`src/rtl/parking_meter_ctrl.sv`:
```
// Parking-meter sequencer: remaining-time count, coin adds, presets, 1 Hz countdown, meter state.
// Optional METER_BTN_EDGE_EN: coin buttons add once per rising edge instead of every cycle high.
module parking_meter_ctrl #(
    parameter int unsigned CLK_HZ   = 100_000_000,
    parameter int unsigned MAX_TIME = 9999
) (
    input  logic        SYS_CLK,
    input  logic        SYS_RST,
    input  logic [3:0]  BTN_ADD,
    input  logic        SW_PRE10,
    input  logic        SW_PRE205,
    output logic [15:0] Time_Bin16,
    output logic        Tick_1Hz,
    output logic [1:0]  Meter_State,
    output logic        Expired
);

    localparam int unsigned   CW        = (CLK_HZ > 1) ? $clog2(CLK_HZ) : 1;
    localparam logic [CW-1:0] TICK_LAST = CW'(CLK_HZ - 1);

    typedef enum logic [1:0] {
        IDLE = 2'b00,
        LOW  = 2'b01,
        RUN  = 2'b10
    } state_t;

    state_t        state;
    logic [CW-1:0] tick_cnt;
    logic [CW-1:0] cnt_next;
    logic [3:0]    btn_eff;
    logic [15:0]   add_val;
    logic [15:0]   base;
    logic [16:0]   sum;
    logic [15:0]   t_next;
    logic          preset;

`ifdef METER_BTN_EDGE_EN
    logic [3:0] btn_hist;

    // History cleared in reset, so a button held through reset release counts as an edge.
    always_ff @(posedge SYS_CLK) begin
        if (SYS_RST) btn_hist <= '0;
        else         btn_hist <= BTN_ADD;
    end

    assign btn_eff = BTN_ADD & ~btn_hist;
`else
    assign btn_eff = BTN_ADD;
`endif

    function automatic state_t state_of(input logic [15:0] t);
        if (t == 16'd0)       return IDLE;
        else if (t < 16'd200) return LOW;
        else                  return RUN;
    endfunction

    assign preset = SW_PRE205 | SW_PRE10;

    always_comb begin
        add_val = '0;
        if (btn_eff[0])      add_val = 16'd50;
        else if (btn_eff[1]) add_val = 16'd150;
        else if (btn_eff[2]) add_val = 16'd200;
        else if (btn_eff[3]) add_val = 16'd500;
    end

    always_comb begin
        cnt_next = tick_cnt + CW'(1);
        if (preset || tick_cnt == TICK_LAST) cnt_next = '0;
    end

    // Decrement before the add so a tick at the ceiling or at zero still nets correctly.
    always_comb begin
        base = Time_Bin16;
        if (Tick_1Hz && Time_Bin16 != '0) base = Time_Bin16 - 16'd1;
        sum    = {1'b0, base} + {1'b0, add_val};
        t_next = sum[15:0];
        if (SW_PRE205)                 t_next = 16'd205;
        else if (SW_PRE10)             t_next = 16'd10;
        else if (sum > 17'(MAX_TIME))  t_next = 16'(MAX_TIME);
    end

    always_ff @(posedge SYS_CLK) begin
        if (SYS_RST) begin
            tick_cnt   <= '0;
            Tick_1Hz   <= 1'b0;
            Time_Bin16 <= '0;
            state      <= IDLE;
            Expired    <= 1'b1;
        end else begin
            tick_cnt   <= cnt_next;
            Tick_1Hz   <= (cnt_next == TICK_LAST);
            Time_Bin16 <= t_next;
            state      <= state_of(t_next);
            Expired    <= (t_next == '0);
        end
    end

    assign Meter_State = state;

endmodule

```
`config.mk`:
```
export PLATFORM = sky130hd
export DESIGN_NAME = parking_meter_ctrl
export DESIGN_NICKNAME = d
export VERILOG_FILES = /design/src/rtl/parking_meter_ctrl.sv
export SDC_FILE = /design/constraint.sdc
export NUM_CORES = 1
export LEC_CHECK = 0
export ABC_AREA = 1
export CORE_MARGIN = 4
export CORE_UTILIZATION = 30
export DETAILED_ROUTE_END_ITERATION = 8
export DONT_BUFFER_PORTS = 1
export GPL_ROUTABILITY_DRIVEN = 0
export SLEW_MARGIN = 10
export SYNTH_ARGS = -nofsm -noshare
export SYNTH_HDL_FRONTEND = slang
export SYNTH_SLANG_ARGS = --single-unit
```
`constraint.sdc`:
```
create_clock -name SYS_CLK -period 10.1 [get_ports SYS_CLK]
set_input_delay 1.01 -clock SYS_CLK [delete_from_list [all_inputs] [get_ports SYS_CLK]]
set_output_delay 1.01 -clock SYS_CLK [all_outputs]
set_load 0.01 [all_outputs]
```
# Word-level counts from Yosys, hierarchy flattened
# Cells that the tools add are included.
# classes
n_eq_ne	2
mux	10
bitwise_logic	1
magnitude_cmp	2
add_sub_neg	3
reduce_logical	5
# op_table
cell	count
2-to-1 mux 16 bit	4
== test 27 bit (second input constant)	2
2-to-1 mux 9 bit	4
adder 27 x 1 -> 27 bit (second input constant)	1
2-to-1 mux 27 bit	1
adder 16 x 16 -> 17 bit	1
> comparator 17 x 14 -> 1 bit (second input constant)	1
logical NOT 16 bit	1
< comparator 16 x 8 -> 1 bit (second input constant)	1
nonzero test 16 bit	1
subtractor 16 x 1 -> 16 bit (second input constant)	1
2-to-1 mux 2 bit	1
OR reduction 2 bit	1
logical AND 1 bit	1
logical OR 1 bit	1
OR 1 bit	1
# totals
output_inout_bits	20
regBits	47
wordCells	28
inputBits	8

# Depth between registers and ports, before layout
# logic_depth
depth_word	11
depth_mapped	33
mapped_depth_nobuf	33

# Worst setup path after synthesis
# OpenSTA, ideal clock, no wires.
# synth_timing
path_kind	input-to-reg
start	input port BTN_ADD[2]
end	register state[0], in the netlist Meter_State[0]
required_time_ns	9.985
stages	26
t_arrival_ns	3.458
setup_slack_ns	6.528
setup_ns	0.115
path_buffers	0
cell_sequence	inv_1 nand2_1 a21oi_1 inv_1 fa_1 nand3b_1 nand2_1 inv_1 nor2_1 nor2_1 inv_1 nand3_2 inv_1 nand2_1 nand2_1 nand3_1 nand2_2 inv_2 nor2_8 nand2_2 nand2_1 nand3_2 nor2_2 nand2_1 nand2_2 nor2_1
# synth_via
elab_chain_len	10
word_cells_on_any_way	12
classes_between	1 x add/sub; 2 x order compare; 7 x mux; 2 x reduce/logical
# synth_rtl
element	line	source
start, declared	9	input logic [3:0] BTN_ADD,
2-to-1 mux 9 bit *	63	else if (btn_eff[2]) add_val = 16'd200;
2-to-1 mux 9 bit *	62	else if (btn_eff[1]) add_val = 16'd150;
2-to-1 mux 9 bit *	61	if (btn_eff[0]) add_val = 16'd50;
adder 16 x 16 -> 17 bit *	76	sum = {1'b0, base} + {1'b0, add_val};
> comparator 17 x 14 -> 1 bit	80	else if (sum > 17'(MAX_TIME)) t_next = 16'(MAX_TIME);
2-to-1 mux 16 bit *	80	
2-to-1 mux 16 bit *	79	else if (SW_PRE10) t_next = 16'd10;
2-to-1 mux 16 bit *	78	if (SW_PRE205) t_next = 16'd205;
< comparator 16 x 8 -> 1 bit or logical NOT 16 bit (tied branches)	53, 52	
2-to-1 mux 2 bit or OR reduction 2 bit (tied branches)	-	
end signal, assigned	94	state <= state_of(t_next);
end, declared	27	state_t state;
# Mark *: on every way between the ends. The rest lies on a longest branch, timed or not.
# A chain may end at the register's enable or synchronous reset.

# Worst setup path after layout
# layout_timing
start	register Time_Bin16[0]
end	register state[0], in the netlist Meter_State[0]
# layout_via
elab_chain_len	10
word_cells_on_any_way	13
classes_between	2 x add/sub; 2 x order compare; 5 x mux; 4 x reduce/logical
# layout_rtl
element	line	source
start, declared	12	output logic [15:0] Time_Bin16,
start signal, assigned	93	Time_Bin16 <= t_next;
branches (longest 2 deep; another with subtractor 16 x 1 -> 16 bit)	-	
2-to-1 mux 16 bit *	75	if (Tick_1Hz && Time_Bin16 != '0) base = Time_Bin16 - 16'd1;
adder 16 x 16 -> 17 bit *	76	
> comparator 17 x 14 -> 1 bit	80	
2-to-1 mux 16 bit *	80	
2-to-1 mux 16 bit *	79	
2-to-1 mux 16 bit *	78	
< comparator 16 x 8 -> 1 bit or logical NOT 16 bit (tied branches)	53, 52	
2-to-1 mux 2 bit or OR reduction 2 bit (tied branches)	-	
# Every way passes the cells marked *.

==> flow_metrics.py <==
metrics = {
    "run_status": {
        "outcome": "finished clean",
    },
    "worst_setup_path": {
        "crit_path_end_kind": "flop",
        "reg2reg_to": "Meter_State[0]",
        "critPathMaxFanout": 10,
        "path_depth": 33,
        "r2r-start": "Time_Bin16[0]",
        "cp_slowest_cell": "dfxtp_1",
        "worstSetupStartpointType": "flop",
        "crit_top_cell": "nand2_1",
        "timing.critical_path.from": "Time_Bin16[0]",
        "slowest_delay_ns": 0.43,
        "crit_buf_inv": 4,
        "r2r_cells": 33,
        "crit_family": "simple AND/OR/NAND/NOR gates",
        "crit_type": "flop to flop",
        "cp.required_ns": 10.29,
        "timing.reg2reg.setup_slack_ns": 5.99,
        "critPathArrivalTime_ns": 4.30,
    },
    "yosys": {
        "syn_area_um2": 3520,
        "yosysWarnings": 0,
        "seq_area_frac_synth": 0.268,
        "syn_area_per_cell_um2": 6.11,
        "synthDistinctLibCells": 39,
        "syn_inst": 576,
        "synth_seq_cells": 47,
    },
    "sta": {
        "fin_ws_ns": 5.99,
        "fin_worst_skew_ns": 0.00966,
        "min_period_over_period": 0.407,
        "fin_tns_setup_ns": 0,
        "timing.hold.ws_ns": 0.475,
        "worstMarginPinSlew_ns": 0.629,
        "hold_violations": 0,
        "slew_headroom": 0.577,
        "period_needed_ns": 4.11,
        "max_freq_mhz": 243,
        "rsz0062_at_grt": "no",
        "finalSetupViolCount": 0,
        "slew_violations": 0,
    },
    "clocking": {
        "clock_latency_ns": 0.29,
        "cts_setup_buffers": 0,
        "clkTransAtPathRegs_ns": 0.07,
        "cts_tree": "built",
        "holdBufCountCts": 0,
        "htreeDepth": 2,
        "numCtsBuffers": 5,
        "clockBufferDepth": 2,
        "ctsResizeCount": 0,
        "cts-root-buf": "clkbuf_16",
        "cts.sinks": 47,
    },
    "hold_path": {
        "hold_path_class": "flop to flop",
        "whs_endpoint": "tick_cnt[0]",
        "hold_depth": 1,
        "worstHoldStart": "tick_cnt[0]",
    },
    "detailed_routing": {
        "dr.first_iter.drc_count": 171,
        "wl_met3_um": 614,
        "detail-route-antenna-nets": 0,
        "wire_per_inst_um": 12.5,
        "dr.pass1.iters": 5,
        "top_layer": "met4",
        "wl_mm": 9.00,
        "m1WireLength_mm": 3.94,
        "wl_met2_mm": 4.33,
        "vias_per_cell": 4.91,
        "num_vias": 3545,
        "drc": 0,
    },
    "grt": {
        "grt_pass1_vias": 3268,
        "grt_first_pass_wirelength_mm": 15.0,
        "track_usage": 0.136,
        "antenna_found_initial": 0,
        "overflow": 0,
        "grt_max_degree": 26,
    },
    "place": {
        "dp_cells": 714,
        "portBuffers": 0,
        "dp_slack_ns": 6.02,
        "place_hpwl_mm": 7.29,
        "postPlaceCellArea_um2": 3660,
    },
    "cells_and_area": {
        "register_area_um2": 941,
        "multi_input_area_um2": 2200,
        "n_fill_cell": 1238,
        "area_growth_pct": 9.00,
        "antenna-diode-count": 0,
        "drive_gt1_frac": 0.0725,
        "fin_area_um2": 3830,
        "final_nets": 598,
        "final_cells": 722,
        "final_util": 0.334,
    },
    "power_and_ir_drop": {
        "leakagePower_nw": 1.67,
        "finalPower_mw": 0.450,
        "peakVddDrop_mv": 0.0735,
        "powerDensity_nw_per_um2": 117,
    },
    "die": {
        "die_area_um2": 13500,
        "start_util": 0.307,
        "core_um2": 11500,
        "io_pins": 28,
        "std_cell_rows": 39,
        "die_h_um": 116,
        "die_w_um": 116,
    },
    "flow_run": {
        "max-cap-violations": 0,
    },
}
[where the power goes]
group	switching, mW	total [mW]	internal [mW]
Sequential	0.00696	0.196	0.189
Combinational	0.0394	0.0593	0.0200
Clock	0.0710	0.194	0.123
Total	0.117	0.450	0.332
[area by class of cell]
class                           instances  share of cell area
Multi-Input combinational cell        437               0.575
Sequential cell                        47               0.245
Inverter                               87              0.0878
Tap cell                              143              0.0467
Clock buffer                            6              0.0362
Clock inverter                          2             0.00914
[cell usage after synthesis (all sizes together)]
cell,count,share of area
a31oi,3,0.0053
nand3,44,0.067
or2,5,0.0089
nor3b,1,0.0021
dfxtp,47,0.27
nor3,12,0.017
xor2,12,0.030
inv,87,0.096
nor4,5,0.0089
nand4,20,0.036
o211ai,1,0.0021
nand2,156,0.18
xnor2,3,0.0075
nand3b,5,0.011
clkdlybuf4s25,1,0.0028
fa,1,0.0057
a21oi,23,0.037
o21ai,18,0.027
o221ai,1,0.0025
clkbuf,4,0.0043
o21bai,1,0.0021
nor2,113,0.13
buf,1,0.0043
conb,1,0.0011
ha,11,0.039
[cells in the final DEF (no fill, tap or decap), types with 2 or more instances in the layout]
cell / instances
nand3_1: 41
nand3b_1: 5
nand2_2: 8
nor4_1: 5
inv_1: 84
nor3_1: 12
a31oi_1: 3
nor2_1: 105
nand3_2: 3
clkbuf_16: 5
a21oi_1: 21
nor2_2: 5
or2_2: 5
ha_1: 11
conb_1: 2
xnor2_1: 3
nand2_4: 3
nor2_4: 2
o21ai_1: 4
xor2_1: 12
o21ai_0: 13
dfxtp_1: 47
nand2_1: 144
nand4_1: 20
[worst max-delay path by stage]
stage | endpoint | slack, ns
global route | Meter_State[0] | 5.57
CTS | Meter_State[0] | 6.01
finish | Meter_State[0] | 5.99
detailed placement | Meter_State[0] | 6.02
global placement | Meter_State[1] | 6.11
floorplan | Meter_State[0] | 6.53
[logic make-up after synthesis]
| logic type | share of synthesized area |
|---|---|
| flip-flops | 0.268 |
| other | 0.00107 |
| AND/OR/NAND/NOR | 0.466 |
| AO/OA/AOI/OAI | 0.0758 |
| XOR/XNOR | 0.0374 |
| buffers and inverters | 0.107 |
| adder cells (fa/ha/maj) | 0.0448 |
[registers in the layout, indices dropped and copies added (netlist names)]
signal,count
Time_Bin16,16
Expired,1
Meter_State,2
Tick_1Hz,1
tick_cnt,27
[layer usage]
metal | track usage | vias up
li1 | - | 1828
met1 | 0.170 | 1592
met2 | 0.243 | 112
met3 | 0.0223 | 13
met4 | 0.0348 | 0
met5 | 0 | -
Power figures use the tool's default switching activity.
